**config.mk**
```make
export PLATFORM = sky130hd
export DESIGN_NAME = cnt_cmd_sequencer_flat
export DESIGN_NICKNAME = d
export VERILOG_FILES = /design/src/rtl/cnt_cmd_sequencer_if.sv /design/src/rtl/cnt_cmd_sequencer.sv /design/src/flat_wrapper.sv
export SDC_FILE = /design/constraint.sdc
export NUM_CORES = 1
export LEC_CHECK = 0
export CAP_MARGIN = 30
export CORE_MARGIN = 2
export CORE_UTILIZATION = 50
export CTS_CLUSTER_DIAMETER = 50
export DETAILED_ROUTE_END_ITERATION = 8
export DONT_BUFFER_PORTS = 1
export PLACE_DENSITY = 0.68
export SKIP_LAST_GASP = 1
export SLEW_MARGIN = 20
export SYNTH_ARGS = -nofsm -noshare
export SYNTH_HDL_FRONTEND = slang
export SYNTH_SLANG_ARGS = --single-unit
```
**constraint.sdc**
```tcl
create_clock -name Clk -period 2.4 [get_ports Clk]
set_input_delay 0.6 -clock Clk [delete_from_list [all_inputs] [get_ports Clk]]
set_output_delay 0.6 -clock Clk [all_outputs]
set_load 0.01 [all_outputs]
```
**src/rtl/cnt_cmd_sequencer_if.sv**
```systemverilog
// Command port of the burst sequencer: valid/ready handshake carrying {slt, len, gap}.
// The producer side uses the master modport and the sequencer uses the slave modport.
interface cnt_cmd_sequencer_if #(
  parameter int LEN_W = 16,
  parameter int GAP_W = 8
);
  logic             CmdValid;
  logic             CmdReady;
  logic             CmdSlt;
  logic [LEN_W-1:0] CmdLen;
  logic [GAP_W-1:0] CmdGap;

  modport master (output CmdValid, output CmdSlt, output CmdLen, output CmdGap, input CmdReady);
  modport slave  (input CmdValid, input CmdSlt, input CmdLen, input CmdGap, output CmdReady);
endinterface

```
**src/rtl/cnt_cmd_sequencer.sv**
```systemverilog
// Replays queued burst commands as exact runs of counter enables followed by idle gaps.
// Commands are buffered in a small FIFO, and Done pulses once for each completed command.
module cnt_cmd_sequencer #(
  parameter int DEPTH = 4,
  parameter int LEN_W = 16,
  parameter int GAP_W = 8
) (
  input  logic                Clk,
  input  logic                Reset,
  cnt_cmd_sequencer_if.slave  cmd,
  input  logic                Pause,
  output logic                En,
  output logic                Slt,
  output logic                Busy,
  output logic                Done,
  output logic [7:0]          CmdCount
);
  localparam int AW = $clog2(DEPTH);
  localparam logic [AW:0] FULL_CNT = (AW+1)'(DEPTH);

  typedef enum logic [1:0] {
    ST_IDLE = 2'd0,
    ST_RUN  = 2'd1,
    ST_GAP  = 2'd2
  } state_t;

  state_t           r_state;
  state_t           w_state_nxt;

  logic             r_mem_slt [DEPTH];
  logic [LEN_W-1:0] r_mem_len [DEPTH];
  logic [GAP_W-1:0] r_mem_gap [DEPTH];
  logic [AW-1:0]    r_wptr;
  logic [AW-1:0]    r_rptr;
  logic [AW:0]      r_count;

  logic             r_slt_q;
  logic [LEN_W-1:0] r_rem;
  logic [GAP_W-1:0] r_gap_q;
  logic [GAP_W-1:0] r_gap_cnt;
  logic             r_done;
  logic [7:0]       r_cmd_count;

  logic             w_ready;
  logic             w_push;
  logic             w_pop;
  logic             w_complete;
  logic             w_head_slt;
  logic [LEN_W-1:0] w_head_len;
  logic [GAP_W-1:0] w_head_gap;

  assign w_ready    = (r_count != FULL_CNT);
  assign w_push     = cmd.CmdValid && w_ready;
  assign w_pop      = (r_state == ST_IDLE) && (r_count != '0);
  assign w_head_slt = r_mem_slt[r_rptr];
  assign w_head_len = r_mem_len[r_rptr];
  assign w_head_gap = r_mem_gap[r_rptr];

  // FIFO storage holds no control state, so it is not reset.
  always_ff @(posedge Clk) begin
    if (w_push) begin
      r_mem_slt[r_wptr] <= cmd.CmdSlt;
      r_mem_len[r_wptr] <= cmd.CmdLen;
      r_mem_gap[r_wptr] <= cmd.CmdGap;
    end
  end

  always_ff @(posedge Clk) begin
    if (Reset) begin
      r_wptr  <= '0;
      r_rptr  <= '0;
      r_count <= '0;
    end else begin
      if (w_push) r_wptr <= r_wptr + AW'(1);
      if (w_pop)  r_rptr <= r_rptr + AW'(1);
      case ({w_push, w_pop})
        2'b10:   r_count <= r_count + (AW+1)'(1);
        2'b01:   r_count <= r_count - (AW+1)'(1);
        default: r_count <= r_count;
      endcase
    end
  end

  always_ff @(posedge Clk) begin
    if (Reset) r_state <= ST_IDLE;
    else       r_state <= w_state_nxt;
  end

  always_comb begin
    w_state_nxt = r_state;
    w_complete  = 1'b0;
    case (r_state)
      ST_IDLE: begin
        if (w_pop) begin
          if (w_head_len != '0) begin
            w_state_nxt = ST_RUN;
          end else begin
            w_complete  = 1'b1;
            w_state_nxt = (w_head_gap != '0) ? ST_GAP : ST_IDLE;
          end
        end else begin
          w_state_nxt = ST_IDLE;
        end
      end
      ST_RUN: begin
        if (!Pause && (r_rem <= LEN_W'(1))) begin
          w_complete  = 1'b1;
          w_state_nxt = (r_gap_q != '0) ? ST_GAP : ST_IDLE;
        end else begin
          w_state_nxt = ST_RUN;
        end
      end
      ST_GAP: begin
        if (r_gap_cnt <= GAP_W'(1)) w_state_nxt = ST_IDLE;
        else                        w_state_nxt = ST_GAP;
      end
      default: w_state_nxt = ST_IDLE;
    endcase
  end

  // gap_cnt is preloaded on every pop and reloaded at the end of a burst.
  always_ff @(posedge Clk) begin
    if (Reset) begin
      r_slt_q     <= 1'b0;
      r_rem       <= '0;
      r_gap_q     <= '0;
      r_gap_cnt   <= '0;
      r_done      <= 1'b0;
      r_cmd_count <= 8'd0;
    end else begin
      r_done <= w_complete;
      if (w_complete) r_cmd_count <= r_cmd_count + 8'd1;
      case (r_state)
        ST_IDLE: begin
          if (w_pop) begin
            r_slt_q   <= w_head_slt;
            r_rem     <= w_head_len;
            r_gap_q   <= w_head_gap;
            r_gap_cnt <= w_head_gap;
          end
        end
        ST_RUN: begin
          if (!Pause) begin
            r_rem <= r_rem - LEN_W'(1);
            if (r_rem <= LEN_W'(1)) r_gap_cnt <= r_gap_q;
          end
        end
        ST_GAP:  r_gap_cnt <= r_gap_cnt - GAP_W'(1);
        default: r_gap_cnt <= '0;
      endcase
    end
  end

  assign cmd.CmdReady = w_ready;
  assign En           = (r_state == ST_RUN) && !Pause;
  assign Slt          = (r_state == ST_RUN) && r_slt_q;
  assign Busy         = (r_state != ST_IDLE) || (r_count != '0);
  assign Done         = r_done;
  assign CmdCount     = r_cmd_count;
endmodule
```
**src/flat_wrapper.sv**
```systemverilog
// flat-port wrapper written by rule: the top's interface ports become plain ports
module cnt_cmd_sequencer_flat 
#(
  parameter int DEPTH = 4,
  parameter int LEN_W = 16,
  parameter int GAP_W = 8
)
  (Clk, Reset, Pause, En, Slt, Busy, Done, CmdCount, cmd_CmdValid, cmd_CmdSlt, cmd_CmdLen, cmd_CmdGap, cmd_CmdReady);
  cnt_cmd_sequencer_if #(.LEN_W(LEN_W), .GAP_W(GAP_W)) cmd_i ();
  input  logic Clk;
  input  logic Reset;
  input  logic Pause;
  output logic En;
  output logic Slt;
  output logic Busy;
  output logic Done;
  output logic [7:0] CmdCount;
  input wire logic [$bits(cmd_i.CmdValid)-1:0] cmd_CmdValid;
  input wire logic [$bits(cmd_i.CmdSlt)-1:0] cmd_CmdSlt;
  input wire logic [$bits(cmd_i.CmdLen)-1:0] cmd_CmdLen;
  input wire logic [$bits(cmd_i.CmdGap)-1:0] cmd_CmdGap;
  output wire logic [$bits(cmd_i.CmdReady)-1:0] cmd_CmdReady;
  assign cmd_i.CmdValid = cmd_CmdValid;
  assign cmd_i.CmdSlt = cmd_CmdSlt;
  assign cmd_i.CmdLen = cmd_CmdLen;
  assign cmd_i.CmdGap = cmd_CmdGap;
  assign cmd_CmdReady = cmd_i.CmdReady;
  cnt_cmd_sequencer #(.DEPTH(DEPTH), .LEN_W(LEN_W), .GAP_W(GAP_W)) u_core (.Clk(Clk), .Reset(Reset), .cmd(cmd_i), .Pause(Pause), .En(En), .Slt(Slt), .Busy(Busy), .Done(Done), .CmdCount(CmdCount));
endmodule
```
==> run summary <==
GRT overflow: 0
Post-route cell area: 7670 um^2
CTS clock-pin slew for the worst setup and hold paths: 60 ps
Cell taking the most area after synthesis: edfxtp_1
Row count: 41
Placer Congestion: 0.843
Max_cap viols: 0
Hold wc startpoint: Reset
Ys Warns: 0
F_max: 405 MHz
Antenna violations before repair: 0
Most common cell in the netlist: edfxtp_1
Final net count: 584
# IOs: 42
Worst-Margin Slew: 587 ps
Syn Area/Cell: 13.0 um^2
CP dominant cell by count: buf_6
Area delta synth->final: 17.0%
Clock Latency Late Sink: 420 ps
Cells after Synth: 506
Yosys cell types: 51
Starting Density: 51.6%
RSZ-0062 raised after global routing: yes
Synth area leaders: edfxtp_1, dfxtp_1, mux4_1, mux4_2, a21oi_1
DPL Wire Length: 8.47 mm
Worst Hold Class: primary input to flop
Vias per std cell: 5.84
Post-route setup slack: -69.5 ps
Final ANT Viol Nets: 0
Dpl cell area: 6970 um^2
Top cells by count, synth: edfxtp_1, dfxtp_1, nor2_1
Total nets after synthesis: 546
Pre-antenna DRT Iters: 5
Critical Path End Type: flop
First-pass GRT wire length: 21.7 mm
Largest net degree at the start of global routing: 52
DIE WIDTH: 119 um
Worst Path Required: 2750 ps
Number of flops mapped to enable cells by yosys: 100
Flop pwr share: 36.3%
PwrDens: 1320 nW/um^2
Final setup viols: 1
DRC viols: 0
CP Max Fanout: 5
Total track usage: 19.8%
Layout cell share with drive strength beyond 1: 20.6%
Fraction of registers with async set or reset after synthesis: 0%
Final period util: 103%
Slowest stage delay, CP: 550 ps
Count of final max-slew check failures: 0
Worst path slowest cell: mux4_2
Chip height: 119 um
Internal power: 6.51 mW
Worst Clk Skew: 8.76 ps
Core Area: 12,700 um^2
Violated checks: negative setup slack
Area share of the largest cell type after synthesis: 45.8%
Via count: 4,259
Sw Share: 35.7%
Primary FF master, synth: edfxtp_1
Layout Utilization: 60.3%
Register area share after synthesis: 62.0%
Final Critical Period: 2470 ps
Clock share of power: 25.5%
Number of global-route vias before repair: 4,253
CP Cell Sequence: buf_6 > mux4_2 > nor4_4 > nand4_1 > buf_6 > a2bb2oi_4 > or4_4 > a21oi_2
CTS Hold Bufs: 0
Outcome: finished with violations
CP Launch Type: flop
WL final: 13.4 mm
CTS Sinks: 153
Initial detailed-routing violation count: 288
#FFs+latches synth: 153
WL/cell: 18.3 um
Clock root buffer: clkbuf_16
Crit path DAT: 2820 ps
Slew HR: 60.7%
Synthesized area: 6560 um^2
Clock Path Buffers: 2
Ant diodes: 0
Critical path type: flop to flop
Die area: 14,000 um^2
Fillers: 972
CTS tree: yes
H-tree Lvls: 4
Combinational power share: 38.2%
Num CTS Buffers: 17
Switch Pwr: 3.62 mW
Worst VDD drop: 0.000591 V
Port-buffer cells: 0
Lkg Pwr: 2.62 nW
Final Hold Viols: 0
-- layout make-up --
class	count	area (um^2)	area share (%)
inverter	17	63.8	0.832
timing repair buffer	46	377	4.91
clock inverter	15	163	2.12
sequential	153	4070	53.0
multi-input combinational	309	2360	30.8
clock buffer	17	425	5.54
tap	172	215	2.80
-- power groups by stage --
stage	logic, mW	registers [mW]	clock network (mW)
final	3.87	3.68	2.58
after global routing	4.27	3.73	2.74
after global placement	3.49	3.67	0
after floorplan	2.64	3.61	0
after detailed placement	3.59	3.70	0
after CTS	3.75	3.66	2.64
-- registers in the layout, indices dropped and copies added (netlist names), named ones only --
signal / count
u_core.r_gap_cnt: 8
u_core.r_mem_len: 64
u_core.r_wptr: 2
u_core.r_rptr: 2
u_core.r_gap_q: 8
u_core.r_count: 3
u_core.r_mem_gap: 32
u_core.r_rem: 16
u_core.CmdCount: 8
u_core.r_state: 2
u_core.r_mem_slt: 4
u_core.r_slt_q: 1
u_core.Done: 1
-- per-layer routing --
metal	GRT usage (%)	share of wire [%]	vias up
met2	31.4	48	157
met1	25.5	43	2082
li1	-	-	2000
met4	7.37	1.6	0
met5	0	0	-
met3	6.52	7.5	20
-- placed cells by master (no fill, tap or decap), types with 5 or more instances in the layout --
master,instances
a211oi_1,10
a21oi_1,34
and3_1,5
buf_4,41
clkbuf_16,17
dfxtp_1,52
edfxtp_1,100
ha_1,10
inv_1,17
mux2i_1,7
mux4_2,21
nand2_1,44
nand3_1,6
nor2_1,45
nor3_1,16
nor4_1,9
o21ai_0,18
o22ai_1,9
or3_1,6
xnor2_1,8
-- per-stage QoR --
step | hold WS [ps] | setup WS, ps | TNS, ps | std cells | total power [mW]
2_1_floorplan | 432 | 1.52 | 0 | 506 | 6.25
3_3_place_gp | 447 | -189 | -928 | 692 | 7.17
3_5_place_dp | 451 | -314 | -2180 | 692 | 7.28
4_1_cts | 228 | -47.5 | -47.5 | 726 | 10.1
5_1_grt | 220 | -189 | -861 | 729 | 10.7
6_report | 239 | -69.5 | -69.5 | 729 | 10.1
-- critical path, delay by kind of cell, from the launching register on --
family          cells  cell delay, ps
simple gates        3             900
compound gates      2             280
mux                 1             550
flops               1             380
buf+inv             2             290
-- final timing paths --
path / slack, ps / cells past startpoint / endpoint
max: -70 / 8 / u_core.CmdCount[4]
min: 240 / 1 / u_core.CmdCount[6]
max reg2reg: -70 / 8 / u_core.CmdCount[4]
min reg2reg: 470 / 2 / u_core.r_gap_q[1]
-- cell families after synthesis --
family | Yosys count | share of synthesized area, %
AND/OR/NAND/NOR | 154 | 11.3
multiplexers | 32 | 10.4
AO/OA/AOI/OAI | 99 | 9.56
buffers and inverters | 45 | 2.99
XOR/XNOR | 12 | 1.60
flip-flops | 153 | 62.0
adder cells (fa/ha/maj) | 11 | 2.21
-- timing repair --
action	4_1_cts	5_1_grt
resized for setup	20	12
setup endpoints to repair	10	17
pin swaps	8	7
gates cloned	1	1
buffers inserted	1	2
(Power assumes the default switching activity.)
==> RTL change: new RTL, config.mk and constraints unchanged <==
Re-encode `state_t` (3 states) as one-hot, 3 bits wide.
--- a/src/rtl/cnt_cmd_sequencer.sv
+++ b/src/rtl/cnt_cmd_sequencer.sv
@@ -19,8 +19,8 @@
   localparam logic [AW:0] FULL_CNT = (AW+1)'(DEPTH);
 
-  typedef enum logic [1:0] {
-    ST_IDLE = 2'd0,
-    ST_RUN  = 2'd1,
-    ST_GAP  = 2'd2
+  typedef enum logic [2:0] {
+    ST_IDLE = 3'b001,
+    ST_RUN  = 3'b010,
+    ST_GAP  = 3'b100
   } state_t;
 
Check against the original RTL: same outputs for any inputs over 4 cycles, from zero or initial values and one cycle with Reset high; so few cycles prove little.
==> RTL change against the original RTL <==
  * Worst setup slack better by 0.15 ns
  * Total power down 4.1%
  * Critical path depth shrank 1
  * Maximum frequency rose by 6.3%
  * Sequential cell count up 1
  * Via count is 4.8% higher
  * Cell count increased by 2.9%
  * Synthesized area grew 3.8%
  * Count of clock-buffer cells in the layout increased by 1
  * Wire length grew 4.5%
  * Design area up 1.9%
  * Critical path type unchanged
==> RTL change: results <==
[setup_path]
reg2regPathDepth = 7
worst_ep_arrival_time_ns = 2.63
worst-path-max-fanout = 8
rrSetupSlack_ns = 0.08
worstSetupEndpoint = u_core.CmdCount[0]
crit_family = multiplexers
start_kind = flip-flop

[global_routing]
grt_max_degree = 57
track_usage_pct = 20.12

[synth]
synth.distinct_cells = 61
ys_seq_area_share_pct = 59.99
synth_commonest_cells = 100 x edfxtp_1, 54 x dfxtp_1, 48 x nand2_1
netlist_instances = 540
syn_nets = 580

[power]
total_leakage_power_nw = 2.670
p_sw_mw = 3.451
powerDensity_nw_per_um2 = 1243
power_frac_seq_pct = 38.0
clkPwrFrac_pct = 25.1
max-vdd-ir-drop_mv = 0.7614

[placement]
hpwl_um = 9156
dp.cells = 714

[route]
via_per_inst = 5.952
drt_iter0_markers = 342
drt-total-wl_um = 13950

[hold_path]
hold_end = u_core.Done

[clocking]
path_clk_slew_ns = 0.06
clock_latency_ns = 0.42
post_cts_resized = 4

[run_status]
status = finished clean

[cells_and_area]
drive_gt1_share_pct = 19.86
fin_nets = 601

[sta]
skew_ns = 0.007031
hold-worst-slack_ns = 0.2609
worstMarginPinSlew_ns = 0.4621
[RTL change: cell count changes after synthesis, moves of 5 or more]
| cell | before | now |
|---|---|---|
| o21ai_0 | 20 | 14 |
| mux4_2 | 12 | 25 |
| nor3_1 | 16 | 9 |
| mux2_1 | 0 | 5 |
| nor2b_1 | 2 | 8 |
| mux2i_1 | 7 | 2 |
| mux4_1 | 13 | 0 |
| clkbuf_1 | 17 | 25 |
| nor2_1 | 45 | 33 |
| nand3_1 | 6 | 18 |
| xnor2_1 | 8 | 2 |
[RTL change: routing by layer]
layer  wire length (um)  GRT usage, %
met2               6844         32.13
met3               1030         7.736
met4                176         6.904
met1               5896         25.18
met5                  0             0
[RTL change: cell families (layout without fill, tap and decap cells)]
kind of cell / count (synthesis) / after routing / synth area share [%]
AO/OA/AOI/OAI: 115 / 115 / 10.88
XOR/XNOR: 8 / 8 / 1.029
adder cells (fa/ha/maj): 11 / 11 / 2.132
buffers and inverters: 46 / 80 / 2.849
flip-flops: 154 / 154 / 59.99
multiplexers: 32 / 32 / 9.392
AND/OR/NAND/NOR: 174 / 174 / 13.73
[RTL change: area by class of cell]
cell class	count	area [um^2]
Tap cell	176	220.2
Inverter	14	52.55
Clock buffer	18	429.2
Fill cell	1034	5480
Clock inverter	14	112.6
Multi-Input combinational cell	340	2589
Sequential cell	154	4089
Timing Repair Buffer	34	322.8
[RTL change: through the flow]
stage	setup TNS [ns]	util (%)	worst slack [ns]	cell area, um^2
2_1_floorplan	-0.02887	-	-0.02887	6837
4_1_cts	0	58.19	0.001318	7736
3_5_place_dp	-0.005548	53.93	-0.003024	7171
3_3_place_gp	0	53.93	0.02884	7171
6_report	0	58.78	0.07696	7815
5_1_grt	-0.01689	58.78	-0.01038	7815
